==> config.mk <==
export PLATFORM = sky130hd
export DESIGN_NAME = branch_resolve
export DESIGN_NICKNAME = d
export VERILOG_FILES = /design/src/rtl/types_pkg.sv /design/src/rtl/sat_counter.sv /design/src/rtl/branch_resolve.sv
export SDC_FILE = /design/constraint.sdc
export NUM_CORES = 1
export LEC_CHECK = 0
export ABC_AREA = 0
export ABC_CLOCK_PERIOD_IN_PS = 2100
export CORE_MARGIN = 2
export CORE_UTILIZATION = 45
export CTS_CLUSTER_DIAMETER = 200
export DETAILED_ROUTE_END_ITERATION = 10
export PLACE_DENSITY = 0.77
export SLEW_MARGIN = 20
export SYNTH_ARGS = -nofsm -noshare
export SYNTH_HDL_FRONTEND = slang
export SYNTH_SLANG_ARGS = --single-unit
==> constraint.sdc <==
create_clock -name CLK -period 2.1 [get_ports CLK]
set_input_delay 0.42 -clock CLK [delete_from_list [all_inputs] [get_ports CLK]]
set_output_delay 0.42 -clock CLK [all_outputs]
set_load 0.02 [all_outputs]
==> src/rtl/types_pkg.sv <==
`default_nettype none
// ============================================================================
//  Module      : types_pkg
//  Description : Shared types for the branch resolution block: the 32-bit
//                machine word, the resolver FSM state encoding and helpers
//                for the mispredict test and the corrected fetch PC.
//  Revision    : 1.0  initial release
// ============================================================================
package types_pkg;

    typedef logic [31:0] word_t;

    typedef enum logic [1:0] {
        IDLE     = 2'd0,
        FLUSH    = 2'd1,
        REDIRECT = 2'd2
    } brres_state_t;

    localparam word_t c_insn_bytes = 32'd4;

    // A taken branch is also wrong if it was predicted taken to the wrong place.
    function automatic logic is_mispredict(input logic  taken,
                                           input word_t target,
                                           input logic  p_taken,
                                           input word_t p_target);
        return (taken != p_taken) || (taken && (target != p_target));
    endfunction

    // Fall-through wraps modulo 2^32 by virtue of the 32-bit result.
    function automatic word_t correct_pc(input logic  taken,
                                         input word_t target,
                                         input word_t pc);
        return taken ? target : (pc + c_insn_bytes);
    endfunction

endpackage
`default_nettype wire

==> src/rtl/sat_counter.sv <==
`default_nettype none
// ============================================================================
//  Module      : sat_counter
//  Description : W-bit up counter that sticks at all-ones.
//  Ports       : clk   - clock
//                nRST  - synchronous active-low reset (clears count)
//                inc   - add one this cycle (ignored once saturated)
//                count - current value
//  Revision    : 1.0  initial release
// ============================================================================
module sat_counter #(
    parameter int W = 16
) (
    input  logic         clk,
    input  logic         nRST,
    input  logic         inc,
    output logic [W-1:0] count
);

    logic [W-1:0] r_count;

    always_ff @(posedge clk) begin
        if (!nRST) begin
            r_count <= '0;
        end else if (inc && (r_count != {W{1'b1}})) begin
            r_count <= r_count + 1'b1;
        end
    end

    assign count = r_count;

endmodule
`default_nettype wire

==> src/rtl/branch_resolve.sv <==
`default_nettype none
// ============================================================================
//  Module      : branch_resolve
//  Description : Accepts resolved branch results, emits a one-cycle predictor
//                update per result, keeps saturating branch/mispredict
//                statistics and, on a mispredict, holds flush for
//                FLUSH_CYCLES cycles then offers the corrected PC to fetch
//                until it is taken.
//  Ports       : CLK, nRST                     - clock, sync active-low reset
//                res_valid/res_ready           - result handshake
//                res_taken/res_target/res_pc   - resolved outcome
//                pred_taken/pred_target        - fetch-time prediction
//                flush                         - squash younger instructions
//                redirect_valid/_pc/_ready     - corrected fetch PC handshake
//                upd_valid/_pc/_taken/_target  - predictor update pulse
//                branch_cnt/mispred_cnt        - saturating statistics
//  Revision    : 1.0  initial release
// ============================================================================
module branch_resolve
    import types_pkg::*;
#(
    parameter int FLUSH_CYCLES = 2,
    parameter int CNT_W        = 16
) (
    input  logic             CLK,
    input  logic             nRST,
    input  logic             res_valid,
    output logic             res_ready,
    input  logic             res_taken,
    input  logic [31:0]      res_target,
    input  logic [31:0]      res_pc,
    input  logic             pred_taken,
    input  logic [31:0]      pred_target,
    output logic             flush,
    output logic             redirect_valid,
    output logic [31:0]      redirect_pc,
    input  logic             redirect_ready,
    output logic             upd_valid,
    output logic [31:0]      upd_pc,
    output logic             upd_taken,
    output logic [31:0]      upd_target,
    output logic [CNT_W-1:0] branch_cnt,
    output logic [CNT_W-1:0] mispred_cnt
);

    // Counter is loaded with FLUSH_CYCLES-1 on entry to FLUSH; FLUSH lasts
    // until it has been seen at zero, giving exactly FLUSH_CYCLES cycles.
    localparam logic [3:0] c_flush_load = 4'(FLUSH_CYCLES - 1);

    brres_state_t r_state;
    logic [3:0]   r_flush_cnt;
    logic         r_out_of_reset;
    logic         r_flush;
    logic         r_redirect_valid;
    word_t        r_redirect_pc;
    logic         r_upd_valid;
    word_t        r_upd_pc;
    logic         r_upd_taken;
    word_t        r_upd_target;

    logic         w_accept;
    logic         w_mispredict;
    word_t        w_correct_pc;

    // r_out_of_reset is a registered copy of nRST, so ready stays a pure
    // function of flops and reads 0 from the first reset edge onwards.
    assign res_ready    = (r_state == IDLE) && r_out_of_reset;
    assign w_accept     = res_valid && res_ready;
    assign w_mispredict = is_mispredict(res_taken, res_target, pred_taken, pred_target);
    assign w_correct_pc = correct_pc(res_taken, res_target, res_pc);

    always_ff @(posedge CLK) begin
        if (!nRST) begin
            r_state          <= IDLE;
            r_flush_cnt      <= 4'd0;
            r_out_of_reset   <= 1'b0;
            r_flush          <= 1'b0;
            r_redirect_valid <= 1'b0;
            r_redirect_pc    <= '0;
            r_upd_valid      <= 1'b0;
            r_upd_pc         <= '0;
            r_upd_taken      <= 1'b0;
            r_upd_target     <= '0;
        end else begin
            r_out_of_reset <= 1'b1;
            r_upd_valid    <= w_accept;
            if (w_accept) begin
                r_upd_pc     <= res_pc;
                r_upd_taken  <= res_taken;
                r_upd_target <= res_target;
            end

            case (r_state)
                IDLE: begin
                    if (w_accept && w_mispredict) begin
                        r_state       <= FLUSH;
                        r_flush       <= 1'b1;
                        r_flush_cnt   <= c_flush_load;
                        r_redirect_pc <= w_correct_pc;
                    end
                end
                FLUSH: begin
                    if (r_flush_cnt == 4'd0) begin
                        r_state          <= REDIRECT;
                        r_flush          <= 1'b0;
                        r_redirect_valid <= 1'b1;
                    end else begin
                        r_flush_cnt <= r_flush_cnt - 4'd1;
                    end
                end
                REDIRECT: begin
                    if (redirect_ready) begin
                        r_state          <= IDLE;
                        r_redirect_valid <= 1'b0;
                    end
                end
                default: begin
                    r_state          <= IDLE;
                    r_flush          <= 1'b0;
                    r_redirect_valid <= 1'b0;
                end
            endcase
        end
    end

    sat_counter #(.W(CNT_W)) u_branch_cnt (
        .clk   (CLK),
        .nRST  (nRST),
        .inc   (w_accept),
        .count (branch_cnt)
    );

    sat_counter #(.W(CNT_W)) u_mispred_cnt (
        .clk   (CLK),
        .nRST  (nRST),
        .inc   (w_accept && w_mispredict),
        .count (mispred_cnt)
    );

    assign flush          = r_flush;
    assign redirect_valid = r_redirect_valid;
    assign redirect_pc    = r_redirect_pc;
    assign upd_valid      = r_upd_valid;
    assign upd_pc         = r_upd_pc;
    assign upd_taken      = r_upd_taken;
    assign upd_target     = r_upd_target;

endmodule
`default_nettype wire

==> results of run 1 <==
==> worst reg2reg max path, cell delays in order (launching register included) <==
cell     delay, ns
dfxtp_1       0.35
ha_1          0.22
nand4_1       0.14
nor4_2        0.08
or4_1         0.62
or3_1         0.36
a21oi_1       0.16
==> worst max-delay path by stage <==
stage | startpoint | to | slack (ns) | cells past startpoint
2_1_floorplan | r_state[1] | u_branch_cnt.count[13] | 0.02 | 6
3_3_place_gp | res_target[0] | u_mispred_cnt.count[14] | -0.83 | 8
3_5_place_dp | res_target[0] | u_mispred_cnt.count[14] | -0.86 | 8
4_1_cts | res_target[11] | u_mispred_cnt.count[14] | 0.003 | 8
5_1_grt | u_branch_cnt.count[1] | u_branch_cnt.count[8] | -0.05 | 8
6_report | pred_target[30] | u_mispred_cnt.count[2] | 0.06 | 10
==> cell usage after synthesis, types with 5 or more instances <==
| master | number | area share [%] |
|---|---|---|
| nand2_1 | 184 | 10 |
| dfxtp_1 | 139 | 42 |
| a21oi_1 | 98 | 7.4 |
| xnor2_1 | 50 | 6.6 |
| o21ai_0 | 49 | 3.7 |
| clkbuf_1 | 41 | 2.3 |
| nand3_1 | 36 | 2.7 |
| nor2_1 | 35 | 2.0 |
| nand4_1 | 26 | 2.5 |
| xor2_1 | 22 | 2.9 |
| mux2i_1 | 18 | 2.7 |
| nor3_1 | 11 | 0.83 |
| a21o_1 | 10 | 1.1 |
| and3_1 | 10 | 0.95 |
| inv_1 | 9 | 0.51 |
| or4_1 | 9 | 1.0 |
| and4_1 | 8 | 1.1 |
| o211ai_1 | 7 | 0.79 |
| or3_1 | 7 | 0.66 |
| o2111ai_1 | 6 | 0.79 |
| a211oi_1 | 5 | 0.57 |
| buf_2 | 5 | 0.38 |
| o31ai_1 | 5 | 0.57 |
==> power groups by stage <==
| stage | registers, W | clock network, W | logic [W] |
|---|---|---|---|
| floorplan | 0.00300 | 0 | 0.000407 |
| global placement | 0.00287 | 0 | 0.00131 |
| detailed placement | 0.00287 | 0 | 0.00132 |
| CTS | 0.00281 | 0.00318 | 0.00133 |
| global route | 0.00283 | 0.00331 | 0.00144 |
| finish | 0.00281 | 0.00318 | 0.00136 |
==> state kept, by name (all words and copies together) (netlist names), 2 cells and up <==
register / count
r_flush_cnt: 4
u_branch_cnt.count: 16
upd_target: 32
redirect_pc: 32
r_state: 2
u_mispred_cnt.count: 16
upd_pc: 32
==> area by class of cell <==
| class | instances | area, um2 |
|---|---|---|
| Antenna cell | 1 | 2.50 |
| Multi-Input combinational cell | 635 | 3760 |
| Clock buffer | 22 | 484 |
| Sequential cell | 139 | 2780 |
| Inverter | 9 | 36.3 |
| Fill cell | 1014 | 3550 |
| Clock inverter | 10 | 139 |
| Timing Repair Buffer | 352 | 3430 |
| Tap cell | 184 | 230 |
==> metrics by stage <==
stage / hold slack (ns) / setup TNS [ns]
final: 0.352 / 0
after floorplan: 0.448 / 0
after CTS: 0.428 / 0
after global placement: 0.441 / -40.33
after global routing: 0.350 / -0.0478
after detailed placement: 0.447 / -41.80
==> routing by layer <==
layer,share of wire [%],vias to the layer above,GRT usage (%)
met5,0.045,-,0
met4,3.1,2,11.2
met2,47,347,48.5
met1,42,3568,38.2
met3,8.4,51,8.43
li1,-,3544,-
==> timing repair <==
item                                    4_1_cts  5_1_grt
pin swaps                                     7       15
endpoints found under the setup margin       54       38
gates cloned                                  0        2
hold buffers                                  0        0
buffers inserted                              0        1
gates resized for setup                      12       65
==> cell usage in the layout, fill, tap and decap left out, types with 18 or more instances in the layout <==
cell,instances
a21oi_1,97
buf_4,108
clkbuf_16,18
clkdlybuf4s50_1,191
dfxtp_1,139
dlymetal6s2s_1,38
mux2i_1,18
nand2_1,182
nand3_1,34
nand4_1,26
nor2_1,33
o21ai_0,48
xnor2_1,39
xor2_1,22
==> logic make-up (layout without fill, tap and decap cells) <==
kind of cell,after synthesis,in the layout
fa+ha+maj,4,4
xor+xnor,72,72
buf+inv,60,393
simple gates,349,349
flops,139,139
other cells,0,1
compound gates,192,192
mux,18,18
==> out/metrics.csv, run 1 <==
metric,value,unit
drt via density,5.56,
vias in the first global route,6946,
switch share,26.4,%
worst-skew pair later-pin latency,0.42,ns
min cycle time layout,2.04,ns
Comb pwr share,18.5,%
FF-to-FF End,u_branch_cnt.count[13],
io pins,235,
family with the most delay on the worst path,simple AND/OR/NAND/NOR gates,
Post-DP HPWL,17.8,mm
Syn Nets,940,
Setup CP Type,primary input to flip-flop,
Horiz. Die Dim,125,um
outcome,"finished, final reports clean",
sequential area share after synthesis,42.1,%
clock skew,0.00938,ns
die span in y,125,um
Cell variety after synth,46,
# nets final,1260,
post-synthesis simple-gate area fraction,24.8,%
hold path depth,3,
CP max stage cell,or4_4,
post-route ant nets,0,
ratio of cells with drive above 1 in the final layout,15.9,%
initial antenna violation count,2,
Total Power,0.00735,W
Compound-Gate Fraction of Synth Area,16.5,%
Synth Register Bits,139,
FP Rows,44,
Worst-Margin Slew,0.583,ns
clock slew at reported path FFs,0.06,ns
routed vias,7512,
CP max stage delay,0.48,ns
gpl congestion,0.898,
clock power share,43.2,%
Hold EP,upd_pc[2],
CTS H-tree lvls,4,
drt total wl,24.6,mm
Clk Tree Root Cell,clkbuf_16,
Max Clk Rate,491,MHz
Synth Warn #,0,
peak supply drop,597,uV
largest family of logic cells by synthesized area,simple AND/OR/NAND/NOR gates,
first-pass iteration count of the detailed router,6,
total gr overflow,0,
Slew Limit Fails,0,
proportion of synthesized area in mux cells,2.73,%
worst path bufs/invs,4,
drt drc,0,
Finished Core Util,75.4,%
worst hold path type,primary input to flip-flop,
DP Worst Slack,-0.863,ns
"EDFF count, synth",0,
sequential power share,38.3,%
Net Sw Power,0.00194,W
cell count after synthesis,834,
FF-to-FF Start,u_branch_cnt.count[1],
IO Port Bufs,234,
final instance area,10900,um2
crit end category,flip-flop,
reg2reg setup slack,0.09,ns
Die ar.,15700,um2
worst path arrival time,2.40,ns
Max Fanout on Critical Path,10,
Max transition margin,61.1,%
GRT Overall Usage,30.0,%
CORE AREA,14400,um2
Int Pwr,0.00541,W
xor/xnor share of the synthesized area,9.54,%
routed len/inst,18.2,um
fin worst setup slack,0.0621,ns
first-pass GRT wire length,37.1,mm
Num CTS Buffers,17,
final setup vio count,0,
final period utilization,97.0,%
crit-path cells,clkdlybuf4s50_1 > xnor2_1 > nand4_1 > nor3_1 > buf_4 > and3_4 > buf_12 > clkbuf_16 > or4_4 > a21oi_2,
worst path required time,2.47,ns
placed cell area,9920,um2
pwr dens,676,nW/um2
placed cell count,1316,
Hold Fails Final Rpt,0,
cell area after synthesis,6610,um2
syn_area_per_cell,7.93,um2
max cap viols,0,
Synth async-reset ratio,0,%
Synth Area in Adders,0.757,%
Final Non-Filler Cells,1352,
R2R depth,6,
hold path startpoint,res_pc[2],
area grow syn2layout,64.4,%
largest net degree at the start of global routing,86,
clock buffer depth,2,
ys flop type,dfxtp_1,
initial DRC count,636,
Initial Utilization,45.8,%
Leakage,4.42,nW
CP Launch Type,primary input,
clock tree sinks,139,
CTS tree,built,
Note: power is estimated with default switching activity, not from simulation.
==> inputs of run 2 (changes only) <==
- SETUP_SLACK_MARGIN: not set -> 0.1
==> run 2 against run 1 <==
Net effect:
- sequential power is essentially flat
- clock skew shrank 0.0017 ns
- core utilization shrank 0.82 points
- first-iteration DRC count shrank 14%
- hold slack lost 0.028 ns
- maximum frequency grew 2.2%
- non-clock buffer count is the same
==> out/metrics.csv, run 2 (same netlist as run 1, synthesis figures left out) <==
metric,value,unit
placed cell area,9890,um2
RSZ-0062 raised after global routing,true,
DP Worst Slack,-0.818,ns
drt drc,0,
io pins,235,
worst-skew pair later-pin latency,0.42,ns
gpl congestion,0.917,
# diodes,0,
Final Non-Filler Cells,1351,
"commonest non-fill, non-tap cell in the layout",clkdlybuf4s50_1,
outcome,"finished, final reports clean",
Max Fanout on Critical Path,8,
Max Clk Rate,501,MHz
Leakage,4.28,nW
initial DRC count,545,
CTS tree,built,
drt total wl,24.4,mm
die span in y,125,um
Clk Tree Root Cell,clkbuf_16,
first-pass iteration count of the detailed router,5,
routed vias,7500,
final instance area,10800,um2
clock slew at reported path FFs,0.06,ns
area grow syn2layout,62.6,%
FP Rows,44,
Post-DP HPWL,18.0,mm
# nets final,1260,
clock buffer depth,2,
Initial Utilization,45.8,%
initial antenna violation count,0,
most frequent cells in the layout,"190 x clkdlybuf4s50_1, 182 x nand2_1, 139 x dfxtp_1, 109 x buf_4, 97 x a21oi_1",
largest net degree at the start of global routing,47,
worst path required time,2.45,ns
final setup vio count,0,
fin worst setup slack,0.105,ns
Die ar.,15700,um2
CORE AREA,14400,um2
max cap viols,0,
peak supply drop,570,uV
drt via density,5.55,
clock tree sinks,139,
CP max stage delay,0.40,ns
CP Launch Type,primary input,
placed cell count,1316,
crit-path cells,dlygate4sd2_1 > xnor2_2 > nand4_1 > nor4_4 > buf_4 > nand3_4 > nand2_2 > bufbuf_16 > mux2i_1,
setup TNS,0,ns
CP max stage cell,nor4_4,
Worst-Margin Slew,0.523,ns
Horiz. Die Dim,125,um
Finished Core Util,74.5,%
Max transition margin,65.1,%
crit end category,flip-flop,
worst hold path type,primary input to flip-flop,
Hold Fails Final Rpt,0,
CTS H-tree lvls,4,
GRT Overall Usage,30.1,%
ratio of cells with drive above 1 in the final layout,15.5,%
worst path arrival time,2.35,ns
Setup CP Type,primary input to flip-flop,
IO Port Bufs,234,
routed len/inst,18.0,um
filler cell count,1093,
vias in the first global route,7081,
clock skew,0.00771,ns
first-pass GRT wire length,37.5,mm
total gr overflow,0,
min cycle time layout,1.99,ns
Slew Limit Fails,0,
final period utilization,95.0,%
post-route ant nets,0,
pwr dens,683,nW/um2
Num CTS Buffers,17,
## run 2: worst paths after layout
path | start | to | slack [ns] | cells after the start
worst max-delay path | pred_target[8] | redirect_pc[13] | 0.11 | 9
worst min-delay path | res_pc[3] | upd_pc[3] | 0.32 | 3
worst max register to register | r_state[0] | redirect_pc[18] | 0.21 | 8
worst min register to register | upd_target[0] | upd_target[0] | 0.46 | 2
## run 2: metrics by stage
step / total power, W / hold WS [ns]
2_1_floorplan: 0.00340 / 0.448
3_3_place_gp: 0.00416 / 0.441
3_5_place_dp: 0.00417 / 0.446
4_1_cts: 0.00734 / 0.454
5_1_grt: 0.00757 / 0.327
6_report: 0.00734 / 0.324
## run 2: worst max-delay path: cells and delay by family
family | cells | cell delay (ns)
buffers and inverters | 3 | 0.72
muxes | 1 | 0.17
xor gates and xnor gates | 1 | 0.21
and+or+nand+nor | 4 | 0.82
## run 2: layout make-up
class / count / area, um2 / area share [%]
Clock buffer: 20 / 467 / 4.34
Clock inverter: 12 / 159 / 1.48
Inverter: 9 / 36.3 / 0.337
Multi-Input combinational cell: 635 / 3740 / 34.8
Sequential cell: 139 / 2780 / 25.9
Tap cell: 184 / 230 / 2.14
Timing Repair Buffer: 352 / 3340 / 31.0
## run 2: timing repair
item	4_1_cts	5_1_grt
setup endpoints to repair	55	51
buffers inserted	1	1
cloned	1	0
pin swaps	21	14
hold buffers	0	0
resized for setup	37	40
## run 2: power by group
part           total (W)  internal [W]  leakage [nW]  switching, W
Combinational    0.00134      0.000648          2.84      0.000689
Sequential       0.00282       0.00275          1.13     0.0000673
Clock            0.00319       0.00198         0.304       0.00121
## run 2: layer usage
metal  GRT usage (%)  wire [um]  vias to the layer above
met5               0          0                        -
met4            7.84        436                        0
met3            7.02       2030                       31
met2            49.5      11500                      353
met1            40.1      10400                     3570
li1                -          -                     3546
